===== src/rtl/pipe_ce_ctrl_pkg.sv =====
// Shared types for the pipe_ce_ctrl clock-enable controller.
// Holds the FSM state encoding and the in-flight counter width.
package pipe_ce_ctrl_pkg;
  localparam int INFLIGHT_W = 7;

  typedef enum logic [1:0] {
    ST_IDLE  = 2'd0,
    ST_RUN   = 2'd1,
    ST_DRAIN = 2'd2,
    ST_FLUSH = 2'd3
  } state_t;
endpackage


===== src/rtl/pipe_ce_ctrl_fifo.sv =====
// Output skid FIFO: register-array storage, head read straight from registers, sync clear wins over push/pop.
// Latency 1 (push edge to o_empty=0); a push on a full FIFO is only taken with a same-cycle pop.
module pipe_ce_ctrl_fifo #(
  parameter int DW    = 16,
  parameter int DEPTH = 4
) (
  input  logic                      i_clk,
  input  logic                      i_rst_n,
  input  logic                      i_clr,
  input  logic                      i_push,
  input  logic [DW-1:0]             i_dat,
  input  logic                      i_pop,
  output logic [DW-1:0]             o_dat,
  output logic                      o_full,
  output logic                      o_empty,
  output logic [$clog2(DEPTH):0]    o_cnt
);
  localparam int AW = $clog2(DEPTH);
  localparam int CW = AW + 1;

  logic [DW-1:0] r_mem [DEPTH];
  logic [AW-1:0] r_wp;
  logic [AW-1:0] r_rp;
  logic [CW-1:0] r_cnt;
  logic          w_pop;
  logic          w_push;

  assign w_pop  = i_pop && (r_cnt != '0);
  assign w_push = i_push && ((r_cnt != CW'(DEPTH)) || w_pop);

  always_ff @(posedge i_clk or negedge i_rst_n) begin
    if (!i_rst_n) begin
      r_wp  <= '0;
      r_rp  <= '0;
      r_cnt <= '0;
    end else if (i_clr) begin
      r_wp  <= '0;
      r_rp  <= '0;
      r_cnt <= '0;
    end else begin
      if (w_push) r_wp <= r_wp + AW'(1);
      if (w_pop)  r_rp <= r_rp + AW'(1);
      case ({w_push, w_pop})
        2'b10:   r_cnt <= r_cnt + CW'(1);
        2'b01:   r_cnt <= r_cnt - CW'(1);
        default: r_cnt <= r_cnt;
      endcase
    end
  end

  // Storage needs no reset: entries are only visible once counted.
  always_ff @(posedge i_clk) begin
    if (w_push && !i_clr) r_mem[r_wp] <= i_dat;
  end

  assign o_dat   = r_mem[r_rp];
  assign o_full  = (r_cnt == CW'(DEPTH));
  assign o_empty = (r_cnt == '0);
  assign o_cnt   = r_cnt;
endmodule


===== src/rtl/pipe_ce_ctrl.sv =====
// Clock-enable/flush controller for a C_LATENCY-stage datapath with output skid FIFO; optional PIPE_CE_CTRL_STATS_EN adds stall/accept counters.
// Accept-to-out_valid latency C_LATENCY; pipe_ce and in_ready drop when the tail word cannot enter a full, un-popped FIFO.
module pipe_ce_ctrl
  import pipe_ce_ctrl_pkg::*;
#(
  parameter int C_LATENCY    = 4,
  parameter int C_DATA_WIDTH = 16,
  parameter int C_FIFO_DEPTH = 4
) (
  input  logic                    clk,
  input  logic                    rst,
  input  logic                    in_valid,
  output logic                    in_ready,
  output logic                    pipe_ce,
  output logic                    pipe_flush,
  input  logic [C_DATA_WIDTH-1:0] pipe_out_data,
  output logic                    out_valid,
  input  logic                    out_ready,
  output logic [C_DATA_WIDTH-1:0] out_data,
  input  logic                    flush_req,
  input  logic                    drain_req,
  output logic                    drain_done,
  output logic                    busy,
  output logic [INFLIGHT_W-1:0]   inflight_cnt
`ifdef PIPE_CE_CTRL_STATS_EN
  ,
  output logic [31:0]             stall_cnt,
  output logic [31:0]             accept_cnt
`endif
);
  state_t                       r_state;
  logic [C_LATENCY-1:0]         r_vchain;
  logic [INFLIGHT_W-1:0]        r_inflight;
  logic                         r_drain_done;
  logic                         w_tail;
  logic                         w_full;
  logic                         w_empty;
  logic [$clog2(C_FIFO_DEPTH):0] w_cnt;
  logic                         w_pop;
  logic                         w_push;
  logic                         w_accept;
  logic                         w_ce;
  logic                         w_quiet;

  assign w_tail = r_vchain[C_LATENCY-1];
  assign w_pop  = !w_empty && out_ready;

  // Stall only when the tail word has nowhere to go this cycle.
  always_comb begin
    w_ce = 1'b1;
    if (r_state == ST_FLUSH)                 w_ce = 1'b0;
    else if (w_tail && w_full && !w_pop)     w_ce = 1'b0;
  end

  assign pipe_ce    = w_ce;
  assign in_ready   = w_ce && (r_state == ST_IDLE || r_state == ST_RUN);
  assign w_accept   = in_valid && in_ready;
  assign w_push     = w_tail && w_ce;
  assign w_quiet    = (r_inflight == '0) && (w_cnt == '0) && !w_accept;
  assign pipe_flush = (r_state == ST_FLUSH);
  assign busy       = (r_state != ST_IDLE);
  assign drain_done = r_drain_done;
  assign inflight_cnt = r_inflight;
  assign out_valid  = !w_empty;

  pipe_ce_ctrl_fifo #(
    .DW    (C_DATA_WIDTH),
    .DEPTH (C_FIFO_DEPTH)
  ) u_fifo (
    .i_clk   (clk),
    .i_rst_n (rst),
    .i_clr   (flush_req),
    .i_push  (w_push),
    .i_dat   (pipe_out_data),
    .i_pop   (w_pop),
    .o_dat   (out_data),
    .o_full  (w_full),
    .o_empty (w_empty),
    .o_cnt   (w_cnt)
  );

  always_ff @(posedge clk or negedge rst) begin
    if (!rst) begin
      r_state      <= ST_IDLE;
      r_vchain     <= '0;
      r_inflight   <= '0;
      r_drain_done <= 1'b0;
    end else if (flush_req) begin
      r_state      <= ST_FLUSH;
      r_vchain     <= '0;
      r_inflight   <= '0;
      r_drain_done <= 1'b0;
    end else begin
      r_drain_done <= 1'b0;
      if (w_ce) r_vchain <= (r_vchain << 1) | C_LATENCY'(w_accept);
      case ({w_accept, w_push})
        2'b10:   r_inflight <= r_inflight + INFLIGHT_W'(1);
        2'b01:   r_inflight <= r_inflight - INFLIGHT_W'(1);
        default: r_inflight <= r_inflight;
      endcase
      case (r_state)
        ST_IDLE, ST_RUN: begin
          if (drain_req) begin
            r_state      <= w_quiet ? ST_IDLE : ST_DRAIN;
            r_drain_done <= w_quiet;
          end else if (w_accept) begin
            r_state <= ST_RUN;
          end else if (w_quiet) begin
            r_state <= ST_IDLE;
          end
        end
        ST_DRAIN: begin
          if (w_quiet) begin
            r_state      <= ST_IDLE;
            r_drain_done <= 1'b1;
          end
        end
        default: r_state <= ST_IDLE;
      endcase
    end
  end

`ifdef PIPE_CE_CTRL_STATS_EN
  logic [31:0] r_stall_cnt;
  logic [31:0] r_accept_cnt;

  always_ff @(posedge clk or negedge rst) begin
    if (!rst) begin
      r_stall_cnt  <= '0;
      r_accept_cnt <= '0;
    end else if (flush_req) begin
      r_stall_cnt  <= '0;
      r_accept_cnt <= '0;
    end else begin
      if (w_tail && !w_ce && (r_stall_cnt != '1)) r_stall_cnt  <= r_stall_cnt + 32'd1;
      if (w_accept && (r_accept_cnt != '1))       r_accept_cnt <= r_accept_cnt + 32'd1;
    end
  end

  assign stall_cnt  = r_stall_cnt;
  assign accept_cnt = r_accept_cnt;
`endif
endmodule


===== config.mk =====
export PLATFORM = sky130hd
export DESIGN_NAME = pipe_ce_ctrl
export DESIGN_NICKNAME = d
export VERILOG_FILES = /design/src/rtl/pipe_ce_ctrl_pkg.sv /design/src/rtl/pipe_ce_ctrl_fifo.sv /design/src/rtl/pipe_ce_ctrl.sv
export SDC_FILE = /design/constraint.sdc
export NUM_CORES = 1
export LEC_CHECK = 0
export CORE_MARGIN = 2
export CORE_UTILIZATION = 55
export CTS_CLUSTER_SIZE = 20
export DETAILED_ROUTE_END_ITERATION = 16
export PLACE_DENSITY_LB_ADDON = 0.05
export RECOVER_POWER = 50
export SETUP_SLACK_MARGIN = 0.2
export SYNTH_ARGS = -nofsm -noshare
export SYNTH_HDL_FRONTEND = slang
export SYNTH_SLANG_ARGS = --single-unit

===== constraint.sdc =====
create_clock -name clk -period 4.1 [get_ports clk]
set_input_delay 1.23 -clock clk [delete_from_list [all_inputs] [get_ports clk]]
set_output_delay 1.23 -clock clk [all_outputs]
set_load 0.02 [all_outputs]

=== Yosys cells after proc, flatten, opt, wreduce, memory -nomap -nowiden ===
Memory sizes are Yosys's and may differ from the RTL's.
Cells that the tools add are included.
Widths: inputs -> output; s select.

* Multiplexer cells: 24
* Bitwise logic cells: 1
* Add/sub/neg operators: 6
* Equal/unequal tests: 9
* Divide/modulo/power cells: 0
* Magnitude comparators: 0
* Reduce and logical (&&, ||, !) cells: 28
* Multipliers: 0
* Shift-type cells: 0

{| class="wikitable"
|+ Operator list
! kind !! count
|-
| $mux 2 || 9
|-
| $pmux 7 s2 || 1
|-
| $logic_and 1x1->1 || 11
|-
| $reduce_bool 3->1 || 3
|-
| $eq 2x2->1 const B || 4
|-
| $mux 4 || 2
|-
| $reduce_bool 2->1 || 4
|-
| $add 7x1->7 const B || 1
|-
| $logic_not 7->1 || 1
|-
| $mux 1 || 7
|-
| $mux 7 || 1
|-
| $sub 7x1->7 const B || 1
|-
| $eq 2x1->1 const B || 3
|-
| $pmux 3 s2 || 1
|-
| $add 2x1->2 const B || 2
|-
| $logic_not 1->1 || 4
|-
| $or 4x1->4 || 1
|-
| $pmux 2 s2 || 1
|-
| $add 3x1->3 const B || 1
|-
| $eq 3x3->1 const B || 1
|-
| $logic_not 3->1 || 1
|-
| $mux 3 || 1
|-
| $ne 3x3->1 const B || 1
|-
| $sub 3x1->3 const B || 1
|-
| 4 further kinds || 5
|}

* ROM bits: 0
* Memory bits (writable): 64
* Logic and storage cells: 76
* Latch bits: 0
* Memories: 1
* Output and inout port bits: 29
* Register bits: 21
* Input port bits: 22

{| class="wikitable"
|+ Memories
! memory !! words !! bits a word !! read ports !! clocked after Yosys merged registers in !! write ports !! RTL line !! RTL
|-
| u_fifo.r_mem || 4 || 16 || 1 || 0 || 1 || pipe_ce_ctrl_fifo.sv:21 || <nowiki>logic [DW-1:0] r_mem [DEPTH];</nowiki>
|}

=== Logic depth before layout (Yosys ltp) ===
Gate-level depths: netlist of the first run.

* Depth after elaboration: 16
* Depth in mapped cells: 10
* Gate-level depth less buffers: 9

=== Cells and area by module ===
Synthesis of the first run repeated with hierarchy kept, for this count alone.

* Cells, all modules: 246
* Area total of the unflattened synthesis: 3771.1 um2

{| class="wikitable"
|+ Modules (own cells, without submodules)
! module !! area an instance (um2) !! instances !! cells an instance
|-
| pipe_ce_ctrl_fifo || 2861.5 || 1 || 147
|-
| pipe_ce_ctrl || 909.6 || 1 || 99
|}

=== Least setup slack after synthesis of the first run ===
Ideal clock, no wire load.

* Path kind: input -> output
* Start: input out_ready
* End: output pipe_ce
* Arrival: 2.111 ns
* Data required time: 2.870 ns
* Cell stages on the path: 3
* Path slack: 0.759 ns
* Cells stage by stage: nand3b_1 > o21ai_0 > inv_1

* Longest elaborated chain between the ends: 5

{| class="wikitable"
|+ RTL lines
! item !! RTL line !! RTL
|-
| from (decl) || pipe_ce_ctrl.sv:18 || <nowiki>input logic out_ready,</nowiki>
|-
| $logic_and 1x1->1 || pipe_ce_ctrl.sv:46 || <nowiki>assign w_pop = !w_empty && out_ready;</nowiki>
|-
| $logic_not 1->1 || pipe_ce_ctrl.sv:52 || <nowiki>else if (w_tail && w_full && !w_pop) w_ce = 1'b0;</nowiki>
|-
| $logic_and 1x1->1 || pipe_ce_ctrl.sv:52 ||
|-
| $mux 1 || pipe_ce_ctrl.sv:52 ||
|-
| $mux 1 || pipe_ce_ctrl.sv:51 || <nowiki>if (r_state == ST_FLUSH) w_ce = 1'b0;</nowiki>
|-
| to (decl) || pipe_ce_ctrl.sv:14 || <nowiki>output logic pipe_ce,</nowiki>
|}

No other way between the ends.

=== Final worst setup path of the first run ===
* Start: input out_ready
* End: output in_ready

* Longest elaborated chain between the ends: 6

{| class="wikitable"
|+ RTL lines
! item !! RTL line !! RTL
|-
| $logic_and 1x1->1 || pipe_ce_ctrl.sv:46 ||
|-
| $logic_not 1->1 || pipe_ce_ctrl.sv:52 ||
|-
| $logic_and 1x1->1 || pipe_ce_ctrl.sv:52 ||
|-
| $mux 1 || pipe_ce_ctrl.sv:52 ||
|-
| $mux 1 || pipe_ce_ctrl.sv:51 ||
|-
| $logic_and 1x1->1 || pipe_ce_ctrl.sv:56 || <nowiki>assign in_ready = w_ce && (r_state == ST_IDLE || r_state == ST_RUN);</nowiki>
|-
| to (decl) || pipe_ce_ctrl.sv:13 || <nowiki>output logic in_ready,</nowiki>
|}

No other way between the ends.

==> results.toml, run 1 <==
[status]
status = "finished clean"

[place]
dpl-instance-area_sq_um = 4270
dp_cells = 359
place.port_buffers = 50
routabilityCongestion = 0.809
place_worst_setup_slack_ns = 0.0911
hpwl_mm = 4.42

[final_layout]
layout-drive-gt1-share_pct = 15.4
multi_input_area_sq_um = 1100
diodes = 0
final_cell_area_sq_um = 4470
regArea_sq_um = 2450
filler_cell_count = 466
fin_nets = 322
final_cells = 375
synthToLayoutAreaGrowth_pct = 22.7

[timing]
skew_ns = 0.00864
rsz0062_at_grt = "false"
relSlewSlack_pct = 33.9
hold_violations = 0
fmax_mhz = 259
timing.final.crit_share_pct = 94.2
setup_tns_ns = 0
setup_violations = 0
slew_viol_final = 0
worst_pin_slew_ns = 0.989
post-route-worst-setup-slack_ns = 0.239
min_period_ns = 3.86

[die]
core_area_sq_um = 6390
io_pins = 51
design.die.area_sq_um = 7290
fp.dieW_microns = 85.4
start_util_pct = 57.0
die-height_microns = 85.4
rows = 29

[routing]
routed-via-count = 2105
ant_nets = 0
wl_per_cell_microns = 17.6
drcViolationCount = 0
wl_mm = 6.59
firstDrtPassIters = 4
viasPerCell = 5.61
detail_route.iter0.violations = 90

[worst_setup_path]
r2r-start = "r_vchain[3]"
r2r-end = "inflight_cnt[4]"
crit_fanout = 4
reg2regPathDepth = 10
start_kind = "primary input"
criticalPathCategory = "primary input to output pin"
cp.arrival_ns = 2.63
cp.required_ns = 2.87
end_kind = "output pin"
ff2ff_setup_slack_ns = 1.25

[logic_synthesis]
yosysMostFrequentCell = "edfxtp_1"
yosysSeqAreaShare_pct = 67.2
syn-cell-area_sq_um = 3640
ys_ff_latch = 85
synth_top_area_share_pct = 52.8
syn-num-nets = 260
yosysWarnings = 0
ys.flop_type = "edfxtp_1"
syn_avg_cell_area_sq_um = 15.8
netlist_top_cells_area = "edfxtp_1 53%, dfrtp_1 14%, mux4_2 9.9%, ha_1 2.1%, a21oi_1 1.8%"
synth_cells = 231
async_flop_share_pct = 24.7
synth_cell_types = 41
yosysTopAreaCell = "edfxtp_1"
synth.top_cells.by_count = "64 x edfxtp_1, 21 x dfrtp_1, 17 x nor2_1"
synth_edf_count = 64

[clock_network]
cts_sinks = 85
hold_buffers = 0
cts-root-buf = "clkbuf_8"
cts_max_level = 3
cts_tree = "built"
clockBufferDepth = 2
postCtsSetupRepairBufs = 0
clk_latency_ns = 0.35
clkTransAtPathRegs_ns = 0.08
cts-buffers-inserted = 9

[power]
vdd_drop_max_uv = 277
leakage_nw = 1.63
powerDensity_nw_per_um2 = 472
finalPower_w = 0.00211

[global_routing]
antenna_found_initial = 0
grt_pass1_vias = 2149
grt_max_degree = 22
grt_pass1_wl_mm = 10.8
overflow = 0
grt_usage_pct = 19.8

[job]
maxCapViolCount = 0

[min_path]
whs_endpoint = "r_vchain[2]"
min_delay_path_depth = 2
min_path_type = "flop to flop"
hold_start = "r_vchain[1]"
[placed cells by master (no fill, tap or decap), types with 5 or more instances in the layout]
cell	instances
inv_1	7
clkdlybuf4s50_1	27
dlygate4sd3_1	21
clkbuf_8	10
a21oi_1	13
edfxtp_1	64
nor2_1	17
nand2_1	14
dfrtp_1	21
o21ai_0	5
mux4_2	16
xnor2_1	7
buf_4	8
ha_1	6
[per-layer routing]
| metal | GRT usage (%) | up-vias | share of wire [%] |
|---|---|---|---|
| li1 | - | 996 | - |
| met1 | 25.1 | 1034 | 42 |
| met2 | 33.9 | 62 | 52 |
| met3 | 4.77 | 13 | 4.2 |
| met4 | 6.06 | 0 | 1.4 |
| met5 | 0 | - | 0 |
[sequential cells by signal, indices dropped and copies added (netlist names)]
| register | cells |
|---|---|
| r_vchain | 4 |
| inflight_cnt | 7 |
| u_fifo.r_mem | 64 |
| drain_done | 1 |
| r_state | 2 |
| u_fifo.r_wp | 2 |
| u_fifo.o_cnt | 3 |
| u_fifo.r_rp | 2 |
[power by group]
group          switching [W]  internal [W]
Combinational       0.000237      0.000236
Sequential         0.0000392      0.000950
Clock               0.000287      0.000362
[kinds of logic after synthesis]
group | count (synthesis) | synth area share, %
muxes | 23 | 12.2
buffers and inverters | 17 | 2.03
xor gates and xnor gates | 10 | 2.40
AOI/OAI and AO/OA | 28 | 5.26
and+or+nand+nor | 61 | 8.28
DFF | 85 | 67.2
adders and majority gates | 7 | 2.61
[through the flow]
step | hold WS, ns | util, %
finish | 0.525 | 70.0
global route | 0.570 | 70.0
CTS | 0.526 | 70.4
detailed placement | 0.513 | 66.9
global placement | 0.501 | 66.9
floorplan | 0.483 | -
[critical path: stages]
cell and delay [ns]:
dlygate4sd3_1 0.55, nand3b_1 0.18, buf_4 0.17, nor2_1 0.12, nor2_1 0.05, dlygate4sd2_1 0.33
[worst max-delay path by stage]
stage,slack [ns],cells after the start,to,from
after CTS,0.18,5,pipe_ce,out_ready
after global placement,0.13,5,pipe_ce,out_ready
after floorplan,0.76,3,pipe_ce,out_ready
after detailed placement,0.09,5,pipe_ce,out_ready
final,0.24,6,in_ready,out_ready
after global routing,0.17,11,inflight_cnt[4],out_ready
[cell type report]
class / instances / area share, %
multi-input cells: 129 / 24.7
inverters: 7 / 0.588
well taps: 77 / 2.16
flip-flops and latches: 85 / 54.8
clock buffers: 11 / 3.16
clock inverters: 5 / 1.85
repair buffers: 61 / 12.8
[what timing repair did]
action                                  CTS  global route
endpoints found under the setup margin    2             1
cloned                                    0             0
resized for setup                         2             1
No activity file was read; power rests on OpenSTA's default activity.
==> run 2: changes to the inputs <==
--- a/config.mk
+++ b/config.mk
@@ -9,9 +9,11 @@
 export CORE_UTILIZATION = 55
 export CTS_CLUSTER_SIZE = 20
 export DETAILED_ROUTE_END_ITERATION = 16
+export HOLD_SLACK_MARGIN = 0.15
 export PLACE_DENSITY_LB_ADDON = 0.05
 export RECOVER_POWER = 50
 export SETUP_SLACK_MARGIN = 0.2
+export SLEW_MARGIN = 0
 export SYNTH_ARGS = -nofsm -noshare
 export SYNTH_HDL_FRONTEND = slang
 export SYNTH_SLANG_ARGS = --single-unit
==> results of run 2 <==
No change in the layout: final DEF, timing and power equal those of run 1.
